**config.mk**
```make
export PLATFORM = sky130hd
export DESIGN_NAME = mem_rr_arbiter
export DESIGN_NICKNAME = d
export VERILOG_FILES = /design/src/rtl/mem_rr_arbiter.sv
export SDC_FILE = /design/constraint.sdc
export NUM_CORES = 1
export LEC_CHECK = 0
export ABC_AREA = 1
export BUFFER_PORTS_ARGS = -buffer_cell sky130_fd_sc_hd__buf_4
export CORE_ASPECT_RATIO = 0.7
export CORE_MARGIN = 3
export CORE_UTILIZATION = 44
export CTS_BUF_LIST = sky130_fd_sc_hd__clkbuf_8
export CTS_CLUSTER_DIAMETER = 60
export DETAILED_ROUTE_END_ITERATION = 7
export GPL_TIMING_DRIVEN = 0
export PLACE_DENSITY = 0.79
export SKIP_CTS_REPAIR_TIMING = 1
export SKIP_LAST_GASP = 1
export SLEW_MARGIN = 10
export SYNTH_ARGS = -nofsm -noshare
export SYNTH_HDL_FRONTEND = slang
export SYNTH_SLANG_ARGS = --single-unit
```
**constraint.sdc**
```tcl
create_clock -name clk -period 2.1 [get_ports clk]
set_clock_uncertainty 0.2 [all_clocks]
set_input_delay 0.315 -clock clk [delete_from_list [all_inputs] [get_ports clk]]
set_output_delay 0.315 -clock clk [all_outputs]
set_load 0.01 [all_outputs]
```
**src/rtl/mem_rr_arbiter.sv**
```systemverilog
`default_nettype none
// ============================================================================
// Module   : mem_rr_arbiter
// Purpose  : N-requestor round-robin arbiter onto one single-outstanding
//            memory port, with per-requestor done pulse and ack timeout.
// Revision : 1.0
// ============================================================================
module mem_rr_arbiter #(
    parameter int N_REQ   = 4,
    parameter int ADDR_W  = 12,
    parameter int DATA_W  = 8,
    parameter int TIMEOUT = 15
) (
    input  logic                      clk,
    input  logic                      rst,
    input  logic [N_REQ-1:0]          req,
    input  logic [N_REQ-1:0]          rw,
    input  logic [N_REQ*ADDR_W-1:0]   addr,
    input  logic [N_REQ*DATA_W-1:0]   wdata,
    output logic [N_REQ-1:0]          gnt,
    output logic [N_REQ-1:0]          done,
    output logic                      err,
    output logic [DATA_W-1:0]         rdata,
    output logic                      mem_req,
    output logic                      mem_rw,
    output logic [ADDR_W-1:0]         mem_addr,
    output logic [DATA_W-1:0]         mem_wdata,
    input  logic                      mem_ack,
    input  logic [DATA_W-1:0]         mem_rdata,
    output logic                      busy
);

    localparam int c_idx_w = $clog2(N_REQ);
    localparam int c_cnt_w = $clog2(TIMEOUT + 1);

    localparam logic [1:0] c_idle = 2'd0;
    localparam logic [1:0] c_busy = 2'd1;
    localparam logic [1:0] c_done = 2'd2;

    localparam logic [c_idx_w-1:0] c_last_rst = c_idx_w'(N_REQ - 1);
    localparam logic [c_cnt_w-1:0] c_cnt_last = c_cnt_w'(TIMEOUT - 1);
    localparam logic [c_cnt_w-1:0] c_cnt_sat  = c_cnt_w'(TIMEOUT);
    localparam logic [N_REQ-1:0]   c_one      = N_REQ'(1);

    logic [1:0]          r_state;
    logic [c_idx_w-1:0]  r_last;
    logic [c_cnt_w-1:0]  r_cnt;
    logic [N_REQ-1:0]    r_gnt;
    logic [N_REQ-1:0]    r_done;
    logic                r_err;
    logic [DATA_W-1:0]   r_rdata;
    logic                r_mem_req;
    logic                r_mem_rw;
    logic [ADDR_W-1:0]   r_mem_addr;
    logic [DATA_W-1:0]   r_mem_wdata;

    logic [ADDR_W-1:0]   w_addr_arr  [N_REQ];
    logic [DATA_W-1:0]   w_wdata_arr [N_REQ];
    logic                w_found;
    logic [c_idx_w-1:0]  w_win;
    logic [c_idx_w-1:0]  w_idx;

    for (genvar gi = 0; gi < N_REQ; gi++) begin : g_unpack
        assign w_addr_arr[gi]  = addr[gi*ADDR_W +: ADDR_W];
        assign w_wdata_arr[gi] = wdata[gi*DATA_W +: DATA_W];
    end

    // Scan starts just past the last winner so every requestor gets a turn.
    always_comb begin
        w_found = 1'b0;
        w_win   = '0;
        w_idx   = '0;
        for (int k = 1; k <= N_REQ; k++) begin
            w_idx = c_idx_w'((int'(r_last) + k) % N_REQ);
            if (!w_found && req[w_idx]) begin
                w_found = 1'b1;
                w_win   = w_idx;
            end
        end
    end

    always_ff @(posedge clk or negedge rst) begin
        if (!rst) begin
            r_state     <= c_idle;
            r_last      <= c_last_rst;
            r_cnt       <= '0;
            r_gnt       <= '0;
            r_done      <= '0;
            r_err       <= 1'b0;
            r_rdata     <= '0;
            r_mem_req   <= 1'b0;
            r_mem_rw    <= 1'b0;
            r_mem_addr  <= '0;
            r_mem_wdata <= '0;
        end else begin
            case (r_state)
                c_idle: begin
                    r_done <= '0;
                    r_err  <= 1'b0;
                    if (w_found) begin
                        r_state     <= c_busy;
                        r_gnt       <= c_one << w_win;
                        r_last      <= w_win;
                        r_mem_req   <= 1'b1;
                        r_mem_rw    <= rw[w_win];
                        r_mem_addr  <= w_addr_arr[w_win];
                        r_mem_wdata <= w_wdata_arr[w_win];
                        r_cnt       <= '0;
                    end
                end
                c_busy: begin
                    if (!mem_ack && r_cnt != c_cnt_sat) begin
                        r_cnt <= r_cnt + c_cnt_w'(1);
                    end
                    // An ack on the timeout edge still completes normally.
                    if (mem_ack) begin
                        r_state   <= c_done;
                        r_gnt     <= '0;
                        r_mem_req <= 1'b0;
                        r_done    <= r_gnt;
                        r_err     <= 1'b0;
                        if (!r_mem_rw) begin
                            r_rdata <= mem_rdata;
                        end
                    end else if (r_cnt == c_cnt_last) begin
                        r_state   <= c_done;
                        r_gnt     <= '0;
                        r_mem_req <= 1'b0;
                        r_done    <= r_gnt;
                        r_err     <= 1'b1;
                        r_rdata   <= '0;
                    end
                end
                c_done: begin
                    r_state <= c_idle;
                    r_done  <= '0;
                    r_err   <= 1'b0;
                end
                default: begin
                    r_state   <= c_idle;
                    r_gnt     <= '0;
                    r_done    <= '0;
                    r_err     <= 1'b0;
                    r_mem_req <= 1'b0;
                end
            endcase
        end
    end

    assign gnt       = r_gnt;
    assign done      = r_done;
    assign err       = r_err;
    assign rdata     = r_rdata;
    assign mem_req   = r_mem_req;
    assign mem_rw    = r_mem_rw;
    assign mem_addr  = r_mem_addr;
    assign mem_wdata = r_mem_wdata;
    assign busy      = (r_state != c_idle);

endmodule
`default_nettype wire

```
==> impl_metrics.py <==
metrics = {
    "clocking": {
        "clock_sinks": 47,
        "cts_max_level": 2,
        "cts_max_path_buffers": 2,
        "worstSkewPairLatency_ns": 0.30,
        "cts_buffers": 5,
        "cts_root_buf": "clkbuf_8",
        "cts_tree": "done",
        "clk_pin_slew_ns": 0.09,
    },
    "hold_path": {
        "hp-class": "input pin to flip-flop",
        "hold_depth": 3,
    },
    "worst_setup_path": {
        "crit_buf_inv": 2,
        "critPathSlowestCell": "dfstp_2",
        "cp_cell_sequence": "clkinv_4, nand2_1, nand2_2, nand2_2, nand2_4, nor2_4, nand3_4, nand2_8, nand2_8, clkbuf_16, nand2_1, nand2_1, nand2_1, nand2_1, nand2_1, nand2_1",
        "reg2reg_depth": 16,
        "arrival_ns": 2.33,
        "crit_type": "flip-flop to flip-flop",
        "path_max_fanout": 8,
        "worstSetupPathDepth": 16,
        "crit_required_ns": 2.10,
        "cp_common_cell": "nand2_1",
        "cpPeakStageDelay_ns": 0.59,
        "crit_family": "simple AND/OR/NAND/NOR gates",
        "endpoint_kind": "flip-flop",
        "cp-start-kind": "flip-flop",
    },
    "power_and_ir_drop": {
        "p_leak_nw": 2.660,
        "power_mw": 8.970,
        "peakVddDrop_mv": 0.9514,
        "powerDensity_nw_per_um2": 1915,
    },
    "die": {
        "die_w_um": 105.0,
        "die_area_um2": 7907,
        "io_pins": 139,
        "initial_core_util_pct": 46.98,
        "rows": 24,
        "die_h_um": 75.31,
        "core-area_um2": 6426,
    },
    "timing": {
        "fin_setup_tns_ns": -4.811,
        "tightest_slew_ns": 0.6030,
        "final_max_slew_viol_count": 0,
        "fin_ws_ns": -0.2228,
        "period_share_pct": 110.6,
        "setup_viol": 31,
        "rsz0062_at_grt": "yes",
        "relSlewSlack_pct": 59.80,
        "fmax_mhz": 430.5,
        "fin_crit_ns": 2.323,
        "hold_violations": 0,
    },
    "final_layout": {
        "diodes": 0,
        "area_delta_synth_final_pct": 55.16,
        "instances_no_fill": 721,
        "fin_util_pct": 72.90,
        "fin_nets": 730,
        "drive_gt1_share_pct": 35.71,
    },
    "job": {
        "maxCapViolCount": 0,
    },
    "drt": {
        "drc": 0,
        "ant_nets": 0,
        "drt_wl_total_mm": 10.31,
        "drtPass1Iterations": 4,
        "vias_per_cell": 5.001,
        "drt_iter0_drc": 148,
        "wl_per_cell_um": 14.30,
        "dr_total_vias": 3606,
    },
    "synth": {
        "synthCells": 465,
        "synth_ff_type": "dfrtp_1",
        "synth.avg_cell_area_um2": 6.493,
        "synth_top_cell_by_area": "dfrtp_1",
        "synth_cell_types": 29,
        "synth-seq-area-share_pct": 39.04,
        "synthArstFlopShare_pct": 100.0,
        "synth_warnings": 0,
        "synth.most_common_cell": "nand2_1",
        "syn_area_um2": 3019,
        "yosys-top-cells-count": "nand2_1, nand3_1, dfrtp_1, inv_1, o21ai_0",
        "netlist.area_leader.share_pct": 37.30,
        "synth_seq_cells": 47,
        "synth_nets": 566,
        "yosys-top-cells-area": "dfrtp_1, nand2_1, nand3_1",
        "synth_enable_flop_cells": 0,
    },
    "global_route": {
        "busiest_layer": "met2",
        "grt_pass1_vias": 3199,
        "grt_max_degree": 48,
        "overflow": 0,
        "gr-usage-met2_pct": 40.01,
        "grtUsageTotal_pct": 23.73,
        "gr-usage-met3_pct": 5.504,
        "grt_pass1_wl_mm": 15.05,
        "met1_usage_pct": 31.55,
        "grt_antenna_before_repair": 0,
    },
    "placement": {
        "port_buffers": 138,
        "post-place-ws_ns": -0.2654,
        "place_hpwl_mm": 7.382,
        "gp_congestion": 0.8477,
        "dp.cells": 694,
    },
    "outcome": {
        "violations": "setup timing",
        "status": "finished, violations left",
    },
}
-- worst reg2reg max path: stages, from the launching register on --
cell and delay [ns]:
dfstp_2 0.59, clkinv_4 0.09, nand2_1 0.08, nand2_2 0.08, nand2_2 0.09, nand2_4 0.06
nor2_4 0.15, nand3_4 0.12, nand2_8 0.14, nand2_8 0.11, clkbuf_16 0.18, nand2_1 0.05
nand2_1 0.05, nand2_1 0.07, nand2_1 0.06, nand2_1 0.06, nand2_1 0.05
-- metal layers --
| layer | vias up | share of wire (%) |
|---|---|---|
| li1 | 1783 | - |
| met1 | 1694 | 44 |
| met2 | 117 | 49 |
| met3 | 12 | 6.1 |
| met4 | 0 | 1.5 |
| met5 | - | 0 |
-- final cells by class --
cell class / instances / area (um^2)
fillers: 526 / 1742
multi-input cells: 365 / 1714
repair buffers: 157 / 1239
flip-flops and latches: 47 / 1179
plain buffers: 22 / 195.2
inverters: 31 / 126.4
well taps: 91 / 113.9
clock buffers: 6 / 82.58
clock inverters: 2 / 35.03
-- where the power goes --
group / total, mW / switching, mW / internal [mW]
Clock: 0.695 / 0.310 / 0.386
Combinational: 6.75 / 3.89 / 2.86
Sequential: 1.53 / 0.241 / 1.28
-- path summary, 6_finish.rpt --
check                                   from      endpoint  slack, ns
max in group asynchronous                rst      rdata[1]       0.92
worst min-delay path            mem_rdata[7]      rdata[7]       0.05
worst min register to register   mem_addr[3]   mem_addr[3]       0.29
worst max register to register     r_last[0]  mem_addr[11]      -0.22
min in group asynchronous                rst       done[3]       0.36
worst max-delay path               r_last[0]  mem_addr[11]      -0.22
-- placed cells by master, fill, tap and decap left out, drive strengths merged, types with 2 or more instances in the layout --
master / netlist / final
dfrtp: 45 / 45
ha: 2 / 2
clkinv: 0 / 2
dfstp: 2 / 2
o31ai: 3 / 3
buf: 20 / 173
nand3: 63 / 63
clkbuf: 3 / 11
inv: 31 / 30
nand2: 255 / 256
o21ai: 20 / 20
a21oi: 6 / 6
nor2: 11 / 11
-- flip-flops by register name (all words and copies together) (netlist names) --
signal,cells
mem_req,1
r_last,2
rdata,8
done,4
mem_wdata,8
r_state,2
err,1
mem_rw,1
gnt,4
r_cnt,4
mem_addr,12
-- kinds of logic (layout without fill, tap and decap cells) --
kind of cell	Yosys count	in the layout	synth area share, %
adders and majority gates	2	2	0.8287
buffers and inverters	54	218	8.537
DFF	47	47	39.04
xor gates and xnor gates	2	2	0.5803
and+or+nand+nor	329	330	45.30
AOI/OAI and AO/OA	31	31	5.719
-- through the flow --
step	cell area, um^2	hold WS, ns
final	4684	0.05168
after detailed placement	4172	0.1620
after global placement	4172	0.1611
after floorplan	3022	-0.1806
after CTS	4289	-0.1729
after global routing	4684	0.05269
Note: power is estimated with default switching activity, not from simulation.
